**config.mk**
```make
export PLATFORM = sky130hd
export DESIGN_NAME = stack_2bit
export DESIGN_NICKNAME = d
export VERILOG_FILES = /design/src/rtl/stack_pkg.sv /design/src/rtl/stack_mem.sv /design/src/rtl/stack_2bit.sv
export SDC_FILE = /design/constraint.sdc
export NUM_CORES = 1
export LEC_CHECK = 0
export ABC_AREA = 1
export BUFFER_PORTS_ARGS = -buffer_cell sky130_fd_sc_hd__buf_4
export CORE_MARGIN = 2
export CORE_UTILIZATION = 50
export DETAILED_ROUTE_END_ITERATION = 8
export HOLD_SLACK_MARGIN = 0.08
export PLACE_DENSITY = 0.75
export SLEW_MARGIN = 15
export SYNTH_ARGS = -nofsm -noshare
export SYNTH_HDL_FRONTEND = slang
export SYNTH_SLANG_ARGS = --single-unit
```
**constraint.sdc**
```tcl
create_clock -name clk -period 3.87 [get_ports clk]
set_input_delay 0.774 -clock clk [delete_from_list [all_inputs] [get_ports clk]]
set_output_delay 0.774 -clock clk [all_outputs]
set_load 0.05 [all_outputs]
```
**src/rtl/stack_pkg.sv**
```systemverilog
`default_nettype none
// ============================================================================
// Module      : stack_pkg
// Description : Shared defaults, pointer-width helper and operation encoding
//               for the stack_2bit LIFO.
// Revision    : 1.0 - initial release
// ============================================================================
package stack_pkg;

    // Default word width and number of entries
    localparam int c_DEF_WIDTH = 2;
    localparam int c_DEF_DEPTH = 8;

    // Count/pointer width: one extra bit so that "full" (count == DEPTH)
    // is representable alongside the address bits.
    function automatic int ptr_width(input int depth);
        return $clog2(depth) + 1;
    endfunction

    localparam int c_DEF_PTR_W = ptr_width(c_DEF_DEPTH);

    // Effective operation for one clock, after full/empty qualification
    typedef enum logic [1:0] {
        OP_IDLE = 2'd0,
        OP_PUSH = 2'd1,
        OP_POP  = 2'd2,
        OP_SWAP = 2'd3
    } stack_op_e;

endpackage : stack_pkg
`default_nettype wire

```
**src/rtl/stack_mem.sv**
```systemverilog
`default_nettype none
// ============================================================================
// Module      : stack_mem
// Description : Storage array for the LIFO. Synchronous write, asynchronous
//               read. Contents are not reset; unread entries are don't-care.
// Revision    : 1.0 - initial release
// ============================================================================
module stack_mem #(
    parameter int WIDTH  = 2,
    parameter int DEPTH  = 8,
    parameter int ADDR_W = $clog2(DEPTH)
) (
    input  logic              clk,
    input  logic              i_wr_en,
    input  logic [ADDR_W-1:0] i_wr_addr,
    input  logic [WIDTH-1:0]  i_wr_data,
    input  logic [ADDR_W-1:0] i_rd_addr,
    output logic [WIDTH-1:0]  o_rd_data
);

    logic [WIDTH-1:0] r_mem [DEPTH];

    // Write one entry on the rising edge when enabled
    always_ff @(posedge clk) begin
        if (i_wr_en) begin
            r_mem[i_wr_addr] <= i_wr_data;
        end
    end

    // Read is combinational so a pop and an overwrite on the same edge
    // both see the old top-of-stack value.
    assign o_rd_data = r_mem[i_rd_addr];

endmodule : stack_mem
`default_nettype wire

```
**src/rtl/stack_2bit.sv**
```systemverilog
`default_nettype none
// ============================================================================
// Module      : stack_2bit
// Description : DEPTH-entry LIFO with registered pop data, combinational
//               empty/full flags and simultaneous push/pop (top replace).
// Revision    : 1.0 - initial release
// ============================================================================
module stack_2bit
    import stack_pkg::*;
#(
    parameter int WIDTH = c_DEF_WIDTH,
    parameter int DEPTH = c_DEF_DEPTH
) (
    input  logic             clk,
    input  logic             rst,
    input  logic             push,
    input  logic             pop,
    input  logic [WIDTH-1:0] data_in,
    output logic [WIDTH-1:0] data_out,
    output logic             empty,
    output logic             full
);

    localparam int c_PTR_W  = ptr_width(DEPTH);
    localparam int c_ADDR_W = c_PTR_W - 1;

    logic [c_PTR_W-1:0]  r_count;
    logic [WIDTH-1:0]    r_data_out;

    stack_op_e           w_op;
    logic                w_empty;
    logic                w_full;
    logic                w_wr_en;
    logic [c_ADDR_W-1:0] w_top_addr;
    logic [c_ADDR_W-1:0] w_wr_addr;
    logic [WIDTH-1:0]    w_rd_data;

    // Flags are pure decodes of the count so they track it the same cycle
    assign w_empty = (r_count == '0);
    assign w_full  = (r_count == c_PTR_W'(DEPTH));

    // Index of the current top entry. When the stack is full the address
    // bits of the count are zero and the subtraction wraps to DEPTH-1.
    assign w_top_addr = r_count[c_ADDR_W-1:0] - c_ADDR_W'(1);

    // Qualify the raw requests into the single operation performed this edge
    always_comb begin
        w_op = OP_IDLE;
        unique case ({push, pop})
            2'b10:   w_op = w_full  ? OP_IDLE : OP_PUSH;
            2'b01:   w_op = w_empty ? OP_IDLE : OP_POP;
            2'b11:   w_op = w_empty ? OP_PUSH : OP_SWAP;
            default: w_op = OP_IDLE;
        endcase
    end

    // A push writes the next free slot; a swap overwrites the current top.
    // Writes are blocked while reset is asserted so reset overrides a push.
    assign w_wr_en   = rst && ((w_op == OP_PUSH) || (w_op == OP_SWAP));
    assign w_wr_addr = (w_op == OP_SWAP) ? w_top_addr : r_count[c_ADDR_W-1:0];

    stack_mem #(
        .WIDTH  (WIDTH),
        .DEPTH  (DEPTH),
        .ADDR_W (c_ADDR_W)
    ) u_mem (
        .clk       (clk),
        .i_wr_en   (w_wr_en),
        .i_wr_addr (w_wr_addr),
        .i_wr_data (data_in),
        .i_rd_addr (w_top_addr),
        .o_rd_data (w_rd_data)
    );

    // Count and pop-data registers; data_out only moves on a real pop
    always_ff @(posedge clk or negedge rst) begin
        if (!rst) begin
            r_count    <= '0;
            r_data_out <= '0;
        end else begin
            unique case (w_op)
                OP_PUSH: begin
                    r_count <= r_count + c_PTR_W'(1);
                end
                OP_POP: begin
                    r_count    <= r_count - c_PTR_W'(1);
                    r_data_out <= w_rd_data;
                end
                OP_SWAP: begin
                    r_data_out <= w_rd_data;
                end
                default: begin
                end
            endcase
        end
    end

    assign data_out = r_data_out;
    assign empty    = w_empty;
    assign full     = w_full;

endmodule : stack_2bit
`default_nettype wire

```
; ---- Word level (Yosys, flattened, before mapping)
; Memories as Yosys holds them, arrays and structs flattened. A register that Yosys moved wholly into a read port is not among the register bits.
; Cells that the tools add are included.
[totals]
register_bits = 4
ram_bits = 16
inputBits = 6
output_inout_bits = 4
elab_cells = 26
n_memories = 1
[mem_list]
columns = memory, depth, word_bits, rd, rd_ports_with_merged_regs, write_ports, line_no
row1 = u_mem.r_mem, 8, 2, 1, 1, 1, stack_mem.sv:21  ; logic [WIDTH-1:0] r_mem [DEPTH];
[classes]
add_sub_neg = 3
n_eq_ne = 7
mux = 8
n_reduce_logical = 6
[ops]
columns = operator, count
row1 = equality test 2 bit (second input constant), 4
row2 = one-hot mux 4 bit (2 select lines), 1
row3 = one-hot mux 2 bit (3 select lines), 1
row4 = adder 4 x 1 -> 4 bit (second input constant), 1
row5 = equality test 2 x 1 -> 1 bit (second input constant), 2
row6 = equality test 4 bit (second input constant), 1
row7 = zero test 4 bit, 1
row8 = 2-to-1 mux 2 bit, 2
row9 = subtractor 4 x 1 -> 4 bit (second input constant), 1
row10 = 2-to-1 mux 1 bit, 3
row11 = 2-to-1 mux 3 bit, 1
row12 = subtractor 3 x 1 -> 3 bit (second input constant), 1
row13 = nonzero test 2 bit, 1
row14 = OR reduction 2 bit, 1
row15 = logical AND 1 bit, 1
row16 = zero test 1 bit, 1
row17 = logical OR 1 bit, 1

; ---- Depth between registers and ports, before layout
[logic_depth]
ltp_word = 8
mapped_depth = 15
depth_no_buf = 14

; ---- By module
; From an unflattened synthesis, not the netlist that was laid out.
[hier_totals]
hier_cells = 145
area_unflattened_um2 = 1226.2
[modules_own_cells]
columns = module, n_inst, cells_per_inst, area_each_um2
row1 = stack_mem, 1, 87, 767.0
row2 = stack_2bit, 1, 58, 459.2

; ---- Worst setup path before layout
; Ideal clock, no wire load.
[synth_path]
kind = reg2reg
start = register r_count[0]
end = memory u_mem.r_mem[0][0], enable pin
setup_ns = 0.309
arrival_ns = 2.482
t_required_ns = 3.561
setup_slack_ns = 1.079
stages_incl_launch_ff = 11
synth_period_minus_slack_ns = 2.791
path_cell_list = dfrtp_1 > inv_2 > ha_1 > nand2_2 > nor2_1 > nor2_1 > ha_1 > buf_6 > xor2_1 > nand3b_4 > nor2_1
[synth_via]
word_cells_on_any_way = 14
[synth_lines]
columns = item, line_no
row1 = from (decl), stack_2bit.sv:27  ; logic [c_PTR_W-1:0] r_count;
row2 = from (signal assigned), stack_2bit.sv:83  ; r_count <= r_count + c_PTR_W'(1);
row3 = from (signal assigned), stack_2bit.sv:86  ; r_count <= r_count - c_PTR_W'(1);
row4 = subtractor 3 x 1 -> 3 bit, stack_2bit.sv:44  ; assign w_top_addr = r_count[c_ADDR_W-1:0] - c_ADDR_W'(1);
row5 = via u_mem.i_rd_addr[0], stack_mem.sv:17  ; input logic [ADDR_W-1:0] i_rd_addr,
row6 = 2-to-1 mux 3 bit, stack_2bit.sv:60  ; assign w_wr_addr = (w_op == OP_SWAP) ? w_top_addr : r_count[c_ADDR_W-1:0];
row7 = to (decl), stack_mem.sv:21
; The timed path passes the listed nets, and every way through them passes these cells.

; ---- Worst setup path in the final report
[layout_path]
start = register r_count[0]
end = memory u_mem.r_mem[7][1], enable pin
; Same word-level chain as after synthesis.

==> flow_metrics.env <==
export IMPL_initial_core_util_pct=51.51
export IMPL_synth_edf_count=16
export IMPL_grt_max_degree=14
export IMPL_track_usage_pct=18.05
export IMPL_multi_input_area_um2=490.5
export IMPL_firstDrtPassIters=4
export IMPL_powerDensity_mw_per_mm2=776.0
export IMPL_synth_most_common_cell="nand2_1"
export IMPL_routed_via_density=4.916
export IMPL_clkTransAtPathRegs_ps=120
export IMPL_crit_path_start_kind="flop"
export IMPL_areaGrowthSynthToFinish_pct=10.89
export IMPL_drv_slew=0
export IMPL_preCtsSetupSlack_ps=1157
export IMPL_grt_pass1_wl_mm=3.622
export IMPL_synth_nets=149
export IMPL_synthesis_area_mm2=0.001241
export IMPL_diodes=0
export IMPL_cts_path_max_buffers=2
export IMPL_cts_repair_resized=0
export IMPL_crit_type="flop to flop"
export IMPL_fillers=195
export IMPL_postRouteWirelength_mm=2.162
export IMPL_avgSynthCellArea_um2=9.060
export IMPL_cts_htree_levels=1
export IMPL_grt_overflow=0
export IMPL_synth_flop_cell="edfxtp_1"
export IMPL_postCtsSetupRepairBufs=0
export IMPL_maxCapViolations=0
export IMPL_fin_tns_setup_ps=0
export IMPL_antenna_found_initial=0
export IMPL_run_status="finished, final reports clean"
export IMPL_synth_top_cell_area_share_pct=38.71
export IMPL_ant_nets=0
export IMPL_synth_async_reset_ratio_pct=27.27
export IMPL_yosysSeqAreaShare_pct=50.81
export IMPL_die_w_um=53.83
export IMPL_drt_iter0_drc=31
export IMPL_dieHeight_um=53.83
export IMPL_portBuffers=9
export IMPL_tightest_slew_ps=407.5
export IMPL_fin_skew_ps=9.359
export IMPL_hold_path_class="input pin to asynchronous set/reset pin"
export IMPL_setup_viol=0
export IMPL_slew_headroom_pct=72.83
export IMPL_drive_gt1_share_pct=17.57
export IMPL_worst_slack_ps=1113
export IMPL_clock_sinks=22
export IMPL_worstPathMaxFanout=12
export IMPL_hpwlAfterDp_mm=1.722
export IMPL_p_leak_nw=0.6734
export IMPL_rows=18
export IMPL_rsz0062_at_grt="false"
export IMPL_max_freq_mhz=362.7
export IMPL_clkLatencyLatePin_ps=310
export IMPL_cts_tree="built"
export IMPL_ir_drop_mv=0.4197
export IMPL_num_vias=875
export IMPL_wl_per_cell_um=12.15
export IMPL_cts_hold_buf=0
export IMPL_fin_crit_ps=2757
export IMPL_drc=0
export IMPL_core_area_mm2=0.002410
export IMPL_yosys_top_cells_count="nand2_1 (38), inv_1 (22), edfxtp_1 (16), nand3_1 (14), nor2_1 (11)"
export IMPL_num_io_pins=10
export IMPL_fin_crit_sh_pct=71.25
export IMPL_ys_warn_count=0
export IMPL_synthCells=137
export IMPL_regArea_um2=630.6
export IMPL_finalInstanceArea_mm2=0.001376
export IMPL_yosysTopAreaCell="edfxtp_1"
export IMPL_placed_area_mm2=0.001324
export IMPL_gp_congestion=0.9151
export IMPL_cts_root_buf="clkbuf_4"
export IMPL_ys_ff_latch=22
export IMPL_crit_arrival_ps=2770
export IMPL_synthDistinctLibCells=20
export IMPL_dieArea_mm2=0.002897
export IMPL_numCtsBuffers=3
export IMPL_hold_violations=0
export IMPL_first_global_vias=787
export IMPL_layout_nets=161
export IMPL_end_kind="flop"
export IMPL_synth_area_top_cells="edfxtp_1 (39%), dfrtp_1 (12%), nand2_1 (11%)"
export IMPL_required_ps=3890
export IMPL_worst_hold_slack_ps=263.4
==> registers in the layout, summed over array words and instances (netlist names) <==
register and cells:
data_out 2, u_mem.r_mem 16, r_count 4
==> through the flow <==
step	utilization, %	power, W	cells
2_1_floorplan	-	0.0007878	137
3_3_place_gp	54.93	0.0008744	174
3_5_place_dp	54.93	0.0008979	174
4_1_cts	57.11	0.001070	178
5_1_grt	57.11	0.001160	178
6_report	57.11	0.001068	178
==> worst paths after layout <==
check	depth (start not counted)	endpoint	startpoint	slack, ps
hold reg to reg	2	data_out[1]	data_out[1]	500
max in group asynchronous	1	r_count[3]	rst	3470
min in group clk	2	data_out[1]	data_out[1]	500
hold / removal	1	r_count[0]	rst	260
setup reg to reg	11	u_mem.r_mem[7][1]	r_count[0]	1110
setup / recovery	11	u_mem.r_mem[7][1]	r_count[0]	1110
==> placed cells by master (no fill, tap or decap) <==
cell	instances
nand3_1	14
inv_2	4
nand2_1	38
o21ai_2	2
nand2_4	2
o21ai_0	2
ha_1	5
edfxtp_1	16
clkbuf_4	3
nand3_2	1
xor2_1	4
nand2_2	2
inv_1	22
o211ai_1	2
nor2_2	1
buf_4	9
nor2_1	11
nand3b_4	1
fa_1	1
dfrtp_1	6
bufinv_16	1
a21oi_1	1
==> metal layers <==
metal  global-route usage, %  vias to the layer above  part of all wire (%)
met4                   2.564                        0                  0.88
met5                       0                        -                     0
li1                        -                      454                     -
met2                   28.05                       13                    48
met3                   5.833                        4                   3.2
met1                   25.18                      404                    48
==> cell type report <==
class                           count  share of cell area, %
Inverter                           26                  7.091
Tap cell                           30                  2.727
Multi-Input combinational cell     87                  35.64
Sequential cell                    22                  45.82
Clock inverter                      1                  2.182
Clock buffer                        3                  1.636
Timing Repair Buffer                9                  4.909
==> worst max-delay path, stage by stage, from the launching register on <==
cell	delay [ps]
dfrtp_1	610
inv_2	180
ha_1	280
nand2_1	90
nor2_2	40
nand2_1	70
nand2_2	60
inv_2	90
ha_1	380
xor2_1	300
nand3_2	160
nor2_1	190
==> report_power, final <==
part | internal [W] | switching, W | total (W)
clock network | 0.000105 | 0.0000692 | 0.000174
registers | 0.000302 | 0.0000506 | 0.000352
logic | 0.000190 | 0.000352 | 0.000542
==> logic make-up after synthesis <==
family	synth area share (%)
simple gates	26.21
xor+xnor	2.822
flops	50.81
compound gates	3.830
buf+inv	9.677
fa+ha+maj	6.653
Note: power is estimated with default switching activity, not from simulation.
